File: config.mk
export PLATFORM = sky130hd
export DESIGN_NAME = spi_display_receiver
export DESIGN_NICKNAME = d
export VERILOG_FILES = /design/src/rtl/spi_display_receiver.sv
export SDC_FILE = /design/constraint.sdc
export NUM_CORES = 1
export LEC_CHECK = 0
export BUFFER_PORTS_ARGS = -buffer_cell sky130_fd_sc_hd__clkbuf_2
export CAP_MARGIN = 20
export CORE_MARGIN = 4
export CORE_UTILIZATION = 54
export CTS_CLUSTER_SIZE = 16
export DETAILED_ROUTE_END_ITERATION = 6
export PLACE_DENSITY = 0.81
export SLEW_MARGIN = 15
export SYNTH_ARGS = -nofsm -noshare
export SYNTH_HDL_FRONTEND = slang
export SYNTH_SLANG_ARGS = --single-unit
File: constraint.sdc
create_clock -name clk -period 2.59 [get_ports clk]
set_clock_uncertainty 0.15 [all_clocks]
set_input_delay 0 -clock clk [delete_from_list [all_inputs] [get_ports clk]]
set_output_delay 0 -clock clk [all_outputs]
set_load 0.01 [all_outputs]
File: src/rtl/spi_display_receiver.sv
// SPI slave decoding 16-bit MAX7219-style frames into a display register file.
// All logic runs on clk; sck/mosi/cs are synchronised before use.
module spi_display_receiver #(
  parameter int SYNC_STAGES = 2,
  parameter int NUM_DIGITS  = 8
) (
  input  logic                    clk,
  input  logic                    rst_n,
  input  logic                    sck,
  input  logic                    mosi,
  input  logic                    cs,
  output logic                    frame_valid,
  output logic                    frame_error,
  output logic [3:0]              frame_addr,
  output logic [7:0]              frame_data,
  output logic [8*NUM_DIGITS-1:0] digits,
  output logic [7:0]              decode_mode,
  output logic [3:0]              intensity,
  output logic [2:0]              scan_limit,
  output logic                    shutdown_n,
  output logic                    display_test
);

  typedef enum logic [1:0] {WAIT_IDLE, IDLE, SHIFT, COMMIT} state_t;

  state_t state, next_state;

  logic [SYNC_STAGES-1:0] sck_sync, mosi_sync, cs_sync;
  logic sck_s, mosi_s, cs_s, sck_prev, cs_prev;
  logic sck_rise, cs_rise, cs_fall;
  logic [15:0] shreg;
  logic [4:0]  bit_cnt;
  logic        good_frame;

  always_ff @(posedge clk or negedge rst_n) begin
    if (!rst_n) begin
      sck_sync  <= '0;
      mosi_sync <= '0;
      cs_sync   <= '0;
      sck_prev  <= 1'b0;
      cs_prev   <= 1'b0;
    end else begin
      sck_sync  <= {sck_sync[SYNC_STAGES-2:0], sck};
      mosi_sync <= {mosi_sync[SYNC_STAGES-2:0], mosi};
      cs_sync   <= {cs_sync[SYNC_STAGES-2:0], cs};
      sck_prev  <= sck_s;
      cs_prev   <= cs_s;
    end
  end

  assign sck_s    = sck_sync[SYNC_STAGES-1];
  assign mosi_s   = mosi_sync[SYNC_STAGES-1];
  assign cs_s     = cs_sync[SYNC_STAGES-1];
  assign sck_rise = sck_s & ~sck_prev;
  assign cs_rise  = cs_s & ~cs_prev;
  assign cs_fall  = ~cs_s & cs_prev;

  always_ff @(posedge clk or negedge rst_n) begin
    if (!rst_n) state <= WAIT_IDLE;
    else        state <= next_state;
  end

  always_comb begin
    next_state = state;
    case (state)
      WAIT_IDLE: if (cs_s)    next_state = IDLE;
      IDLE:      if (cs_fall) next_state = SHIFT;
      SHIFT:     if (cs_rise) next_state = COMMIT;
      COMMIT:                 next_state = IDLE;
      default:                next_state = WAIT_IDLE;
    endcase
  end

  assign good_frame  = (bit_cnt == 5'd16);
  assign frame_valid = (state == COMMIT) && good_frame;
  assign frame_error = (state == COMMIT) && !good_frame;

  // A bit count above 16 saturates at 17 so overlong frames stay distinguishable.
  always_ff @(posedge clk or negedge rst_n) begin
    if (!rst_n) begin
      shreg        <= '0;
      bit_cnt      <= '0;
      frame_addr   <= '0;
      frame_data   <= '0;
      digits       <= '0;
      decode_mode  <= '0;
      intensity    <= '0;
      scan_limit   <= '0;
      shutdown_n   <= 1'b0;
      display_test <= 1'b0;
    end else begin
      case (state)
        IDLE: begin
          if (cs_fall) begin
            shreg   <= '0;
            bit_cnt <= '0;
          end
        end
        SHIFT: begin
          if (sck_rise) begin
            shreg <= {shreg[14:0], mosi_s};
            if (bit_cnt != 5'd17) bit_cnt <= bit_cnt + 5'd1;
          end
        end
        COMMIT: begin
          if (good_frame) begin
            frame_addr <= shreg[11:8];
            frame_data <= shreg[7:0];
            for (int i = 0; i < NUM_DIGITS; i++) begin
              if (shreg[11:8] == 4'(i + 1)) digits[8*i +: 8] <= shreg[7:0];
            end
            case (shreg[11:8])
              4'h9: decode_mode  <= shreg[7:0];
              4'hA: intensity    <= shreg[3:0];
              4'hB: scan_limit   <= shreg[2:0];
              4'hC: shutdown_n   <= shreg[0];
              4'hF: display_test <= shreg[0];
              default: ;
            endcase
          end
        end
        default: ;
      endcase
    end
  end

endmodule
# Word level (Yosys, flattened, before mapping)
# Index checks and enable logic that the tools add are counted.
# word_totals
output_inout_bits,95
ff_bits,120
input_bits,5
word_cells,86
# op_classes
n_reduce_logical,22
mux,11
bitwise_logic,6
n_eq_ne,23
add_sub_neg,1
# ops
operator,n
3-bit AND reduction,15
4-bit equality test (second input constant),6
12-bit two-way mux,2
12-bit one-hot mux with 2 select lines,1
4-bit by 3-bit equality test with 1-bit output (second input constant),4
5-bit two-way mux,3
2-bit inequality test (second input constant),5
5-bit one-hot mux with 2 select lines,1
4-bit by 2-bit equality test with 1-bit output (second input constant),2
2-bit one-hot mux with 4 select lines,1
2-bit two-way mux,3
5-bit by 1-bit adder with 5-bit output (second input constant),1
5-bit equality test (second input constant),1
5-bit inequality test (second input constant),1
2-bit equality test (second input constant),2
4-bit by 1-bit equality test with 1-bit output (second input constant),1
4-bit AND reduction,1
1-bit bitwise AND,3
1-bit NOT,3
2-bit by 1-bit equality test with 1-bit output (second input constant),1
1-bit logical AND,2
2-bit logical NOT,1
2-bit AND reduction,1
2-bit nonzero test,1
1-bit logical NOT,1

# Logic depth before layout (Yosys ltp)
# Gate-level depths: netlist of run 1.
# depth
word_depth,4
ltp_mapped,7
ltp_nobuf,6

# Worst setup path before layout of run 1
# No wires, ideal clock.
# synth_path
path_kind,reg-to-reg
start,register bit_cnt[0]
end,register digits[24]
required_time_ns,2.315
synth_period_minus_slack_ns,2.169
path_slack_ns,0.421
path_buffers,0
arrival_ns,1.895
stages_incl_launch_ff,7
setup_time_ns,0.125
path_cell_list,dfrtp_1 inv_1 ha_1 and4bb_2 nand4b_1 nor3_2 mux2_2
# synth_via
elab_chain_len,2
# synth_lines
item,line_no,source
"start, declared",32,logic [4:0] bit_cnt;
"start signal, assigned",102,if (bit_cnt != 5'd17) bit_cnt <= bit_cnt + 5'd1;
5-bit equality test,74,assign good_frame = (bit_cnt == 5'd16);
3-bit AND reduction (no source line),--,
"end signal, assigned by index",110,if (shreg[11:8] == 4'(i + 1)) digits[8*i +: 8] <= shreg[7:0];
"end, declared",16,"output logic [8*NUM_DIGITS-1:0] digits,"
# No other way between the ends.
# A chain may end at the register's enable or synchronous reset.

# Worst setup path after layout of run 1
# layout_path
start,register bit_cnt[1]
end,register digits[14]
# Same word-level chain as after synthesis.

==> impl_metrics.env, run 1 <==
export IMPL_status="complete, no violations"
export IMPL_avgSynthCellArea_um2=15.0
export IMPL_insertion_delay_ps=510
export IMPL_die_x_um=102
export IMPL_pin_count=100
export IMPL_ys_seq_area_share_pct=63.1
export IMPL_grt_usage_pct=23.3
export IMPL_ir_drop_mv=0.526
export IMPL_diodes=0
export IMPL_post_cts_setup_buffers=0
export IMPL_power_density_nw_per_um2=767
export IMPL_coreArea_um2=8380
export IMPL_yosysUniqueCellTypes=35
export IMPL_crit_chain="inv_1, ha_1, and4bb_2, nand2_4, or4_1, mux2_2"
export IMPL_wire_per_inst_um=19.8
export IMPL_antenna_found_initial=0
export IMPL_grt_pass1_wl_um=18000
export IMPL_syn_area_um2=4760
export IMPL_start_util_pct=56.8
export IMPL_syn_nets=329
export IMPL_worst_pin_slew_ps=672
export IMPL_cts_tree="done"
export IMPL_dr_wl_met3_um=908
export IMPL_final_area_um2=6030
export IMPL_cts_sinks=120
export IMPL_finalSetupViolations=0
export IMPL_cts_buffer_depth=2
export IMPL_area_growth_pct=26.7
export IMPL_final_hold_violation_count=0
export IMPL_numPortBuffers=99
export IMPL_period_needed_ps=2340
export IMPL_rows=33
export IMPL_finalPower_w=0.00462
export IMPL_final_common_cell="dfrtp_1"
export IMPL_crit_fanout=8
export IMPL_rr_startpoint="bit_cnt[1]"
export IMPL_overflow=0
export IMPL_yosys_warnings=0
export IMPL_totalWireLength_um=10900
export IMPL_leakagePower_nw=3.21
export IMPL_crit_type="reg2reg"
export IMPL_vias=3073
export IMPL_fin_crit_sh_pct=90.4
export IMPL_die_area_um2=10400
export IMPL_ctsRootBufferMaster="clkbuf_8"
export IMPL_slowest_delay_ps=680
export IMPL_fmax_ghz=0.427
export IMPL_crit_slowest_cell="or4_1"
export IMPL_wl_met1_um=4380
export IMPL_gp_congestion=0.880
export IMPL_syn_inst=317
export IMPL_start_kind="flop"
export IMPL_cp_end_kind="flop"
export IMPL_min_path_type="reg2reg"
export IMPL_via_per_inst=5.58
export IMPL_dpl_cell_area_um2=5370
export IMPL_crit_required_ps=2830
export IMPL_path_buf_inv=1
export IMPL_top_layer="met4"
export IMPL_drive_above_1_share_pct=52.9
export IMPL_layout_common_cells="dfrtp_1, clkbuf_2, mux2_2"
export IMPL_fin_util_pct=72.0
export IMPL_maxCapViolations=0
export IMPL_dr_wl_met2_um=5450
export IMPL_hpwl_um=7140
export IMPL_grt_max_degree=48
export IMPL_clk_pin_slew_worst_paths_ps=60
export IMPL_post_route_drc_count=0
export IMPL_grt_pass1_vias=3314
export IMPL_die_h_um=102
export IMPL_first_pass_iters=4
export IMPL_cts_htree_levels=4
export IMPL_rsz0062_at_grt="no"
export IMPL_cpLargestDelayFamily="simple AND/OR/NAND/NOR gates"
export IMPL_nNetsFinal=446
export IMPL_finalMaxSlewViolations=0
export IMPL_drtIter0Drc=147
export IMPL_arrival_ps=2580
export IMPL_post_cts_resize_count=0
export IMPL_ant_nets=0
export IMPL_crit_path_start="bit_cnt[1]"
export IMPL_cts_made_buffers=17
export IMPL_slew_headroom_pct=55.2
export IMPL_ys_ff_latch=120
export IMPL_hp_start="sck_sync[0]"
export IMPL_final_setup_tns_ps=0
==> power breakdown <==
part           total, W  switching [W]  internal (W)
logic          0.000458       0.000286      0.000173
registers       0.00198      0.0000610       0.00191
clock network   0.00219       0.000780       0.00141
total           0.00462        0.00113       0.00350
==> worst register-to-register path, delay by kind of cell, from the launching register on <==
family        cells  cell delay, ps
fa+ha+maj         1             140
simple gates      3            1080
flops             1             420
mux               1             350
buf+inv           1             100
==> final cells by class <==
class                   count  area (um^2)
flip-flops and latches    120         3000
fillers                   557         2350
multi-input cells         171         1640
repair buffers            115          671
clock buffers              24          460
well taps                 105          131
clock inverters             7         95.1
inverters                   9         33.8
==> flip-flops by register name, indices dropped and copies added (netlist names), 2 cells and up <==
signal and count:
bit_cnt 5, sck_sync 2, decode_mode 8, intensity 4, frame_data 8, state 2
digits 64, shreg 12, frame_addr 4, mosi_sync 2, scan_limit 3, cs_sync 2
==> cell usage after synthesis <==
cell type	n	area, um^2
mux2i_1	2	20.0
ha_1	7	87.6
o22ai_1	1	6.26
nand2_4	1	11.3
o2bb2ai_1	1	8.76
and3_1	1	6.26
inv_1	9	33.8
a22oi_1	1	7.51
o31ai_1	1	7.51
clkbuf_1	13	48.8
nor3_1	1	5.00
or3_1	1	6.26
and2b_1	1	7.51
nor2_2	4	25.0
buf_6	3	33.8
a22o_1	13	114
mux2_2	94	1060
or4_1	4	30.0
a2111oi_0	1	8.76
nor4_1	1	6.26
a21o_1	1	7.51
nor2_1	3	11.3
nor3_2	2	20.0
nand2b_1	5	31.3
nor2b_1	3	18.8
nand4b_1	2	17.5
nand2_1	9	33.8
buf_1	1	3.75
dfrtp_1	120	3000
a21oi_1	1	5.00
o221ai_1	1	8.76
and4bb_2	2	25.0
nand3_1	5	25.0
o211ai_1	1	7.51
o22a_1	1	8.76
==> routing by layer <==
metal  vias up  global-route usage [%]
met2       112                    36.9
met4         0                    7.67
met3        18                    8.94
li1       1360                       -
met1      1583                    29.9
met5         -                       0
==> what timing repair did <==
action | 4_1_cts | 5_1_grt
endpoints found under the hold margin | 123 | 0
hold buffers | 9 | 0
setup endpoints to repair | 0 | 0
==> metrics by stage <==
stage	worst slack, ps	hold WS (ps)	instances
after floorplan	421	-446	317
after global placement	335	-98.6	511
after detailed placement	272	-88.7	511
after CTS	261	199	551
after global routing	125	212	551
final	249	197	551
==> worst paths after layout <==
check,slack (ps),cells after the start,to
max in group asynchronous,1470,4,frame_data[4]
worst min register to register,200,0,sck_sync[1]
min in group asynchronous,450,4,state[1]
worst max register to register,250,6,digits[14]
worst max-delay path,250,6,digits[14]
worst min-delay path,200,0,sck_sync[1]
==> kinds of logic after synthesis <==
group                      Yosys count  synth area share, %
AOI/OAI and AO/OA                   23                 4.00
adders and majority gates            7                 1.84
buffers and inverters               26                 2.52
DFF                                120                 63.1
muxes                               96                 22.7
and+or+nand+nor                     45                 5.89
Note: power is estimated with default switching activity, not from simulation.
==> inputs of run 2 (changes only) <==
--- a/config.mk
+++ b/config.mk
@@ -7,6 +7,7 @@
 export LEC_CHECK = 0
 export BUFFER_PORTS_ARGS = -buffer_cell sky130_fd_sc_hd__clkbuf_2
 export CAP_MARGIN = 20
+export CORE_ASPECT_RATIO = 1.1
 export CORE_MARGIN = 4
 export CORE_UTILIZATION = 54
 export CTS_CLUSTER_SIZE = 16
==> constraint.sdc (replaced) <==
create_clock -name clk -period 2.18 [get_ports clk]
set_clock_uncertainty 0.15 [all_clocks]
set_input_delay 0.109 -clock clk [delete_from_list [all_inputs] [get_ports clk]]
set_output_delay 0.109 -clock clk [all_outputs]
set_load 0.01 [all_outputs]
==> impl_metrics.env, run 2 (synthesis results as in run 1) <==
export IMPL_finalMaxSlewViolations=0
export IMPL_fmax_ghz=0.458
export IMPL_numPortBuffers=99
export IMPL_rows=35
export IMPL_ctsRootBufferMaster="clkbuf_8"
export IMPL_antenna_found_initial=0
export IMPL_first_pass_iters=6
export IMPL_fin_crit_sh_pct=100
export IMPL_failed_checks="setup timing"
export IMPL_fin_util_pct=72.9
export IMPL_place_inst=524
export IMPL_grt_usage_pct=22.0
export IMPL_crit_path_start="bit_cnt[1]"
export IMPL_via_per_inst=5.43
export IMPL_totalWireLength_um=10900
export IMPL_fillers=543
export IMPL_drtIter0Drc=185
export IMPL_grt_pass1_wl_um=17600
export IMPL_maxCapViolations=0
export IMPL_r2r_end="digits[63]"
export IMPL_die_h_um=106
export IMPL_layout_cells_non_filler=568
export IMPL_multi_input_area_um2=1680
export IMPL_period_needed_ps=2190
export IMPL_insertion_delay_ps=520
export IMPL_cts_htree_levels=4
export IMPL_rsz0062_at_grt="yes"
export IMPL_start_kind="flop"
export IMPL_clk_pin_slew_worst_paths_ps=60
export IMPL_final_common_cell="dfrtp_1"
export IMPL_cts_tree="done"
export IMPL_layout_common_cells="dfrtp_1, clkbuf_2, mux2_2"
export IMPL_crit_slowest_cell="dfrtp_1"
export IMPL_slew_headroom_pct=49.1
export IMPL_power_frac_seq_pct=41.4
export IMPL_area_growth_pct=30.2
export IMPL_wire_per_inst_um=19.1
export IMPL_crit_chain="inv_2, ha_4, and4bb_2, nand4b_1, nor3_2, buf_6, mux2_2"
export IMPL_cts_sinks=120
export IMPL_reg_largest_list="digits x64, shreg x12"
export IMPL_power_density_nw_per_um2=912
export IMPL_min_path_type="in2async"
export IMPL_diodes=0
export IMPL_rrSetupSlack_ps=-6
export IMPL_cp_end_kind="flop"
export IMPL_cts_made_buffers=17
export IMPL_fin_ws_ps=-5.79
export IMPL_pin_count=100
export IMPL_setup_worst_path_end="digits[63]"
export IMPL_coreArea_um2=8500
export IMPL_arrival_ps=2440
export IMPL_status="complete, but fails checks"
export IMPL_grt_max_degree=47
export IMPL_finalSetupViolations=1
export IMPL_finalPower_w=0.00565
export IMPL_post_route_drc_count=0
export IMPL_crit_fanout=8
export IMPL_largest_reg_flops=64
export IMPL_largest_register="digits"
export IMPL_final_hold_violation_count=0
export IMPL_start_util_pct=56.0
export IMPL_worst_pin_slew_ps=745
export IMPL_gp_congestion=0.885
export IMPL_internal_power_w=0.00415
export IMPL_ff_latch_area_um2=3000
export IMPL_cts_buffer_depth=2
export IMPL_rr_startpoint="bit_cnt[1]"
export IMPL_ant_nets=0
export IMPL_slowest_delay_ps=390
export IMPL_leakagePower_nw=3.30
export IMPL_crit_required_ps=2430
export IMPL_nNetsFinal=456
export IMPL_grt_pass1_vias=3291
export IMPL_combinationalPowerShare_pct=10.5
export IMPL_overflow=0
export IMPL_r2r_cells=7
export IMPL_vias=3084
export IMPL_ir_drop_mv=0.759
export IMPL_die_area_um2=10400
export IMPL_clkPwrFrac_pct=48.2
export IMPL_drive_above_1_share_pct=57.5
export IMPL_hpwl_um=6950
export IMPL_die_x_um=97.5
export IMPL_p_switching_w=0.00150
export IMPL_swShare_pct=26.5
export IMPL_crit_type="reg2reg"
run 2: cell types whose count changed in the layout (fill, tap and decap cells not counted), moves of 3 or more:
| cell | previous run | this run |
|---|---|---|
| or4_4 | 0 | 3 |
| clkbuf_1 | 5 | 0 |
| mux2_2 | 94 | 91 |
| mux2_4 | 0 | 3 |
| or4_1 | 4 | 1 |
| buf_12 | 1 | 4 |
| dlygate4sd3_1 | 8 | 4 |
| inv_6 | 0 | 4 |
| clkinv_4 | 0 | 3 |
| buf_4 | 7 | 17 |
run 2: what timing repair did:
item,in CTS,in global routing
buffers inserted,1,6
hold endpoints to repair,123,0
gates resized for setup,4,12
endpoints found under the setup margin,27,73
pin swaps,0,5
hold buffers,5,0
run 2: worst max-delay path: cells and delay by family, from the launching register on:
| kind | cells | cell delay [ps] |
|---|---|---|
| flops | 1 | 390 |
| buf+inv | 2 | 260 |
| simple gates | 3 | 800 |
| fa+ha+maj | 1 | 120 |
| mux | 1 | 350 |
run 2: per-stage QoR:
step	cell area [um^2]	setup WS [ps]	setup TNS [ps]	hold WS, ps
5_1_grt	6200	-76.4	-813	23.0
3_5_place_dp	5440	-49.8	-920	-23.8
6_report	6200	-5.79	-5.79	9.17
3_3_place_gp	5440	14.9	0	-41.6
4_1_cts	6110	25.7	0	6.75
2_1_floorplan	4760	10.7	0	-337
run 2: cell type report:
type | instances | share of cell area, %
sequential | 120 | 48.5
multi-input combinational | 171 | 27.1
timing repair buffer | 125 | 12.3
clock buffer | 17 | 6.68
clock inverter | 15 | 2.73
tap | 111 | 2.24
inverter | 9 | 0.545
run 2: worst min-delay path by stage:
stage	end
floorplan	bit_cnt[0]
global route	decode_mode[1]
detailed placement	decode_mode[3]
CTS	decode_mode[5]
finish	decode_mode[5]
global placement	decode_mode[3]
run 2: power groups by stage:
stage	registers [W]	clock network (W)	logic, W
floorplan	0.00235	0	0.000366
global placement	0.00237	0	0.000504
detailed placement	0.00238	0	0.000522
CTS	0.00234	0.00275	0.000542
global route	0.00235	0.00289	0.000650
finish	0.00234	0.00272	0.000592
run 2: layer usage:
metal | part of all wire (%) | vias up | track usage [%] | routed length, um
li1 | - | 1387 | - | -
met1 | 41 | 1576 | 27.0 | 4460
met2 | 52 | 100 | 37.2 | 5600
met3 | 5.2 | 21 | 6.30 | 568
met4 | 2.1 | 0 | 8.11 | 230
met5 | 0 | - | 0 | 0
